$ cat src/rtl/pixel_driver.sv
// pixel_driver: video timing generator and FIFO-to-RGB unpacker for the HDMI path.
// Optional build macro PIXEL_UNDERFLOW_DET_EN adds a sticky underflow flag and magenta fill on empty reads.
module pixel_driver #(
  parameter int DATA_WIDTH = 64,
  parameter int H_ACTIVE   = 1920,
  parameter int H_FP       = 88,
  parameter int H_SYNC     = 44,
  parameter int H_BP       = 148,
  parameter int V_ACTIVE   = 1080,
  parameter int V_FP       = 4,
  parameter int V_SYNC     = 5,
  parameter int V_BP       = 36,
  parameter int IMG_LINES  = 1075
) (
  input  logic                  pixel_clk,
  input  logic                  rst_n,
  input  logic                  first_fill_flag_i,
  input  logic                  fifo_empty_i,
  input  logic [DATA_WIDTH-1:0] fifo_data_i,
  output logic                  pixel8_req_o,
  output logic [23:0]           rgb_o,
  output logic                  hsync_o,
  output logic                  vsync_o,
  output logic                  de_o,
  output logic                  underflow_o
);

  localparam int H_TOTAL = H_ACTIVE + H_FP + H_SYNC + H_BP;
  localparam int V_TOTAL = V_ACTIVE + V_FP + V_SYNC + V_BP;
  localparam int HW      = $clog2(H_TOTAL);
  localparam int VW      = $clog2(V_TOTAL);
  localparam int PIX_W   = DATA_WIDTH / 2;

  localparam logic [HW-1:0] H_LAST   = HW'(H_TOTAL - 1);
  localparam logic [HW-1:0] H_ACT    = HW'(H_ACTIVE);
  localparam logic [HW-1:0] HS_START = HW'(H_ACTIVE + H_FP);
  localparam logic [HW-1:0] HS_END   = HW'(H_ACTIVE + H_FP + H_SYNC);
  localparam logic [VW-1:0] V_LAST   = VW'(V_TOTAL - 1);
  localparam logic [VW-1:0] V_ACT    = VW'(V_ACTIVE);
  localparam logic [VW-1:0] V_IMG    = VW'(IMG_LINES);
  localparam logic [VW-1:0] VS_START = VW'(V_ACTIVE + V_FP);
  localparam logic [VW-1:0] VS_END   = VW'(V_ACTIVE + V_FP + V_SYNC);

  typedef enum logic {
    IDLE,
    RUN
  } state_t;

  state_t state, state_nxt;
  logic   running;
  logic   fill_meta, fill_s;

  logic [HW-1:0] h_cnt;
  logic [VW-1:0] v_cnt;

  logic active0, img_line0, req_cond, hs0, vs0;
  logic rd_d1, uf_d1, odd_d1, act_d1, img_d1, hs_d1, vs_d1;
  logic [PIX_W-1:0] hi_word_q;
  logic             uf_word_q;
  logic [PIX_W-1:0] sel_pix;
  logic             sel_uf;
  logic [23:0]      pix_nxt;
  logic             unused_bits;

  // The fill flag comes from the sdram_clk domain.
  always_ff @(posedge pixel_clk or negedge rst_n) begin
    if (!rst_n) begin
      fill_meta <= 1'b0;
      fill_s    <= 1'b0;
    end else begin
      fill_meta <= first_fill_flag_i;
      fill_s    <= fill_meta;
    end
  end

  always_ff @(posedge pixel_clk or negedge rst_n) begin
    if (!rst_n) state <= IDLE;
    else        state <= state_nxt;
  end

  // Once running, only reset returns to IDLE; a dropping fill flag is ignored.
  always_comb begin
    state_nxt = state;
    running   = 1'b0;
    case (state)
      IDLE:    if (fill_s) state_nxt = RUN;
      RUN:     running = 1'b1;
      default: state_nxt = IDLE;
    endcase
  end

  always_ff @(posedge pixel_clk or negedge rst_n) begin
    if (!rst_n) begin
      h_cnt <= '0;
      v_cnt <= '0;
    end else if (!running) begin
      h_cnt <= '0;
      v_cnt <= '0;
    end else if (h_cnt == H_LAST) begin
      h_cnt <= '0;
      v_cnt <= (v_cnt == V_LAST) ? '0 : v_cnt + VW'(1);
    end else begin
      h_cnt <= h_cnt + HW'(1);
    end
  end

  // Stage 0 decode; one FIFO word is fetched at each even active pixel of a stored line.
  always_comb begin
    active0   = running && (h_cnt < H_ACT) && (v_cnt < V_ACT);
    img_line0 = v_cnt < V_IMG;
    req_cond  = active0 && !h_cnt[0] && img_line0;
    hs0       = running && (h_cnt >= HS_START) && (h_cnt < HS_END);
    vs0       = running && (v_cnt >= VS_START) && (v_cnt < VS_END);
  end

  assign pixel8_req_o = req_cond && !fifo_empty_i;

  always_ff @(posedge pixel_clk or negedge rst_n) begin
    if (!rst_n) begin
      rd_d1  <= 1'b0;
      uf_d1  <= 1'b0;
      odd_d1 <= 1'b0;
      act_d1 <= 1'b0;
      img_d1 <= 1'b0;
      hs_d1  <= 1'b0;
      vs_d1  <= 1'b0;
    end else begin
      rd_d1  <= pixel8_req_o;
      uf_d1  <= req_cond && fifo_empty_i;
      odd_d1 <= h_cnt[0];
      act_d1 <= active0;
      img_d1 <= img_line0;
      hs_d1  <= hs0;
      vs_d1  <= vs0;
    end
  end

  // Only the upper pixel needs holding; the lower one is used straight off the FIFO bus.
  always_ff @(posedge pixel_clk or negedge rst_n) begin
    if (!rst_n) begin
      hi_word_q <= '0;
      uf_word_q <= 1'b0;
    end else if (rd_d1) begin
      hi_word_q <= fifo_data_i[DATA_WIDTH-1:PIX_W];
      uf_word_q <= 1'b0;
    end else if (uf_d1) begin
      hi_word_q <= '0;
      uf_word_q <= 1'b1;
    end
  end

  always_comb begin
    sel_pix = '0;
    sel_uf  = 1'b0;
    if (!odd_d1) begin
      if (rd_d1) sel_pix = fifo_data_i[PIX_W-1:0];
      sel_uf = uf_d1;
    end else begin
      sel_pix = hi_word_q;
      sel_uf  = uf_word_q;
    end
  end

  // Blanking and the unstored tail lines are forced black.
  always_comb begin
    pix_nxt = 24'h000000;
    if (act_d1 && img_d1) begin
`ifdef PIXEL_UNDERFLOW_DET_EN
      pix_nxt = sel_uf ? 24'hFF00FF : sel_pix[23:0];
`else
      pix_nxt = sel_pix[23:0];
`endif
    end
  end

  assign unused_bits = ^{sel_pix[PIX_W-1:24], sel_uf};

  always_ff @(posedge pixel_clk or negedge rst_n) begin
    if (!rst_n) begin
      rgb_o   <= 24'h000000;
      de_o    <= 1'b0;
      hsync_o <= 1'b0;
      vsync_o <= 1'b0;
    end else begin
      rgb_o   <= pix_nxt;
      de_o    <= act_d1;
      hsync_o <= hs_d1;
      vsync_o <= vs_d1;
    end
  end

`ifdef PIXEL_UNDERFLOW_DET_EN
  logic underflow_q;

  always_ff @(posedge pixel_clk or negedge rst_n) begin
    if (!rst_n)     underflow_q <= 1'b0;
    else if (uf_d1) underflow_q <= 1'b1;
  end

  assign underflow_o = underflow_q;
`else
  assign underflow_o = 1'b0;
`endif

endmodule

$ cat config.mk
export PLATFORM = sky130hd
export DESIGN_NAME = pixel_driver
export DESIGN_NICKNAME = d
export VERILOG_FILES = /design/src/rtl/pixel_driver.sv
export SDC_FILE = /design/constraint.sdc
export NUM_CORES = 1
export LEC_CHECK = 0
export CAP_MARGIN = 10
export CORE_MARGIN = 5
export CORE_UTILIZATION = 52
export DETAILED_ROUTE_END_ITERATION = 6
export GPL_TIMING_DRIVEN = 0
export PLACE_DENSITY = 0.95
export REMOVE_ABC_BUFFERS = 1
export SYNTH_ARGS = -nofsm -noshare
export SYNTH_HDL_FRONTEND = slang
export SYNTH_SLANG_ARGS = --single-unit
$ cat constraint.sdc
create_clock -name pixel_clk -period 3.65 [get_ports pixel_clk]
set_clock_uncertainty 0.15 [all_clocks]
set_input_delay 0.9125 -clock pixel_clk [delete_from_list [all_inputs] [get_ports pixel_clk]]
set_output_delay 0.9125 -clock pixel_clk [all_outputs]
set_load 0.01 [all_outputs]
After elaboration in Yosys (flattened, before gate mapping)
Cells that the tools add are included.
Word-level totals
  register bits: 84
  input bits: 68
  word-level logic and storage cells: 56
Operators by class
  $add $sub $neg: 2
  order comparisons: 7
  equal/unequal tests: 3
  muxes and demuxes: 13
  reduce and logical (&&, ||, !) cells: 14
Operators by type and width (count)
  two-way mux 24 bit: 5
  less-than comparator 11 bit (second input constant): 3
  two-way mux 11 bit: 3
  two-way mux 12 bit: 2
  adder 12 x 1 -> 12 bit (second input constant): 1
  == test 12 bit (second input constant): 1
  greater-or-equal comparator 12 x 11 -> 1 bit (second input constant): 1
  less-than comparator 12 x 11 -> 1 bit (second input constant): 1
  less-than comparator 12 bit (second input constant): 1
  adder 11 x 1 -> 11 bit (second input constant): 1
  == test 11 bit (second input constant): 1
  greater-or-equal comparator 11 bit (second input constant): 1
  logical AND 1 bit: 11
  two-way mux 1 bit: 3
  logical NOT 1 bit: 2
  inequality test 2 x 1 -> 1 bit (second input constant): 1
  nonzero test 2 bit: 1

Longest topological paths before layout
  depth after elaboration: 6
  mapped depth: 6

Worst setup path before layout
No wires, ideal clock.
  kind: reg2out
  from: register v_cnt[6]
  to: output pixel8_req_o
  arrival time: 1.560 ns
  required time: 2.588 ns
  path slack: 1.028 ns
  cell stages (with the launch flop): 6
  buffers on the path: 1
  path through: dfrtp_1 -> clkbuf_1 -> nor4_1 -> nand2_1 -> a2111o_1 -> nor2_1
Between the ends
  word-level cells in the longest chain between the ends: 5
  elaborated cells on any way between the ends: 6
RTL lines
  start, declared: RTL line 54  | logic [VW-1:0] v_cnt;
  start signal, assigned: RTL line 101  | v_cnt <= (v_cnt == V_LAST) ? '0 : v_cnt + VW'(1);
  less-than comparator 11 bit: RTL line 109  | active0 = running && (h_cnt < H_ACT) && (v_cnt < V_ACT);
  logical AND 1 bit: RTL line 109
  logical AND 1 bit: RTL line 111  | req_cond = active0 && !h_cnt[0] && img_line0;
  logical AND 1 bit (*): RTL line 111
  logical AND 1 bit (*): RTL line 116  | assign pixel8_req_o = req_cond && !fifo_empty_i;
  end, declared: RTL line 20  | output logic pixel8_req_o,
Mark *: on every way between the ends. The rest lies on a longest branch, timed or not.

Worst setup path after layout
Ends and elaborated chain as after synthesis.

==> out/metrics.csv <==
metric;value;unit
status;finished with violations;
violations;design-rule violations;
grt_pass1_vias;3003;
insertion_delay;360;ps
hpwl;6.04;mm
p_per_area;468;mW/mm^2
synth_edf_count;0;
drcViolationCount;2;
cts_made_buffers;9;
cts_sinks;84;
portBuffers;79;
gr-total-overflow;0;
vias;3122;
relSlewSlack;0.311;
synth_top_area_frac;0.576;
met1_length;3.69;mm
crit_required;2590;ps
met2RoutedLength;4.58;mm
max_slew.worst_pin.slew;1030;ps
slew_viol_final;0;
core.rowCount;30;
ys_warn_count;0;
fmax;0.287;GHz
wl_met3;962;um
rrSetupSlack;1200;ps
ys_dominant_reg_cell;dfrtp_1;
first_pass_iters;7;
area_growth;29.2;%
cts_buffer_depth;2;
synth_area;0.00365;mm^2
cts_setup_buffers;0;
finalNetCount;496;
tritoncts;done;
dieArea;0.00880;mm^2
power_leakage;0.00200;uW
path_class;flop to primary output;
top_layer;met4;
num_antenna_cells;0;
die_h;93.8;um
hold_viol_final;0;
htree_levels;3;
drt_wl_total;9.50;mm
ys_ff_latch;84;
drtIter0Drc;370;
endpoint_kind;primary output;
start_kind;flop;
start_util;0.534;
ys_seq_area_frac;0.576;
power;2210;uW
antenna_found_initial;0;
grt_pass1_wl;15.3;mm
hold_buffers;0;
syn_inst;357;
gp_congestion;0.888;
setup_viol;0;
synthTopCellsByCount;84 x dfrtp_1, 38 x nor2_1, 36 x nand2_1;
final_antenna_net_count;0;
period_share;0.955;
arrival;2420;ps
clk_pin_slew_worst_paths;80;ps
drv_cap;0;
grt_max_degree;51;
io_pins;97;
synth_area_per_cell;10.2;um^2
synth_cell_type_count;43;
drive_above_1_share;0.0674;
fillCellCount;441;
hold_path.class;flop to flop;
post_drt_wl_per_cell;18.1;um
ir_drop;0.000238;V
setup_tns;0;ps
grt_usage;0.224;
async_flop_share;1.00;
placeableCoreArea;0.00683;mm^2
grt_setup_unrepaired;false;
root_buffer;clkbuf_8;
vias_per_cell;5.94;
utilization;0.690;
cp_max_fo;9;
synth.most_common_cell;dfrtp_1;
dieWidth;93.8;um
synth.area.top_cells;dfrtp_1 58%, a22oi_1 4.7%, nand2b_1 4.1%;
synth_top_area_cell;dfrtp_1;
period_minus_slack;3480;ps
[power breakdown]
part | internal, uW | leakage (uW) | switching [uW]
clock | 322 | 0.0000935 | 345
combinational | 197 | 0.000828 | 182
sequential | 1040 | 0.00108 | 124
[logic make-up after synthesis]
group                    share of synthesized area
AND/OR/NAND/NOR                              0.221
flip-flops                                   0.576
AO/OA/AOI/OAI                                0.131
buffers and inverters                       0.0308
XOR/XNOR                                    0.0240
adder cells (fa/ha/maj)                     0.0103
multiplexers                               0.00583
other                                      0.00103
[layout by cell type (no fill, tap or decap), types with 2 or more instances in the layout]
cell type and instances:
dfrtp_1 82, clkdlybuf4s50_1 78, nor2_1 38, nand2_1 36
o21ai_0 30, nand2b_1 24, a22oi_1 23, a21oi_1 10
clkbuf_8 9, xnor2_1 8, or3_1 7, nand3_1 7
nand4_1 6, nor4_1 6, nor3_1 6, inv_1 5
and2_1 4, a22o_1 3, ha_1 3, xor2_1 2
and4_1 2, nand3b_1 2, o311ai_0 2, nor3b_1 2
and3_1 2, a221o_1 2, inv_6 2, clkinvlp_4 2
dfrtp_2 2
[state kept, by name (all words and copies together), names as in the netlist]
| name | flops |
|---|---|
| act_d1 | 1 |
| de_o | 1 |
| fill_meta | 1 |
| fill_s | 1 |
| h_cnt | 12 |
| hi_word_q | 24 |
| hs_d1 | 1 |
| hsync_o | 1 |
| img_d1 | 1 |
| odd_d1 | 1 |
| rd_d1 | 1 |
| rgb_o | 24 |
| state | 1 |
| uf_d1 | 1 |
| v_cnt | 11 |
| vs_d1 | 1 |
| vsync_o | 1 |
[final timing paths]
kind / startpoint / endpoint / depth (start not counted)
max in group asynchronous: rst_n / hi_word_q[23] / 2
setup reg to reg: h_cnt[0] / v_cnt[3] / 5
hold / removal: hs_d1 / hsync_o / 0
hold reg to reg: hs_d1 / hsync_o / 0
min in group asynchronous: rst_n / hi_word_q[20] / 1
setup / recovery: v_cnt[6] / pixel8_req_o / 5
[layer usage]
metal / vias up / GRT usage
li1: 1379 / -
met2: 191 / 0.357
met5: - / 0
met3: 40 / 0.0617
met1: 1512 / 0.290
met4: 0 / 0.0854
[through the flow]
step           hold slack [ps]  instances  area (um^2)  setup WS, ps
3_5_place_dp               188        509         4490           410
2_1_floorplan              181        333         3560          1100
5_1_grt                    212        526         4720          11.7
6_report                   203        526         4720           165
4_1_cts                    206        525         4690          69.8
3_3_place_gp               182        508         4470         -1270
[what timing repair did]
item | in CTS | in global routing
resized for setup | 1 | 3
gates cloned | 0 | 0
setup endpoints to repair | 1 | 1
[critical path, stage by stage, from the launching register on]
cell,delay [ps]
dfrtp_2,480
nor4_4,320
nand2_1,110
a2111o_1,460
nor2_1,130
clkdlybuf4s50_1,560
[cell type report]
type	count	area [um^2]	share of cell area
sequential	84	2100	0.446
tap	96	120	0.0255
clock buffer	10	128	0.0271
clock inverter	6	71.3	0.0151
inverter	5	18.8	0.00398
timing repair buffer	81	813	0.172
multi-input combinational	244	1460	0.310
Power figures use the tool's default switching activity.
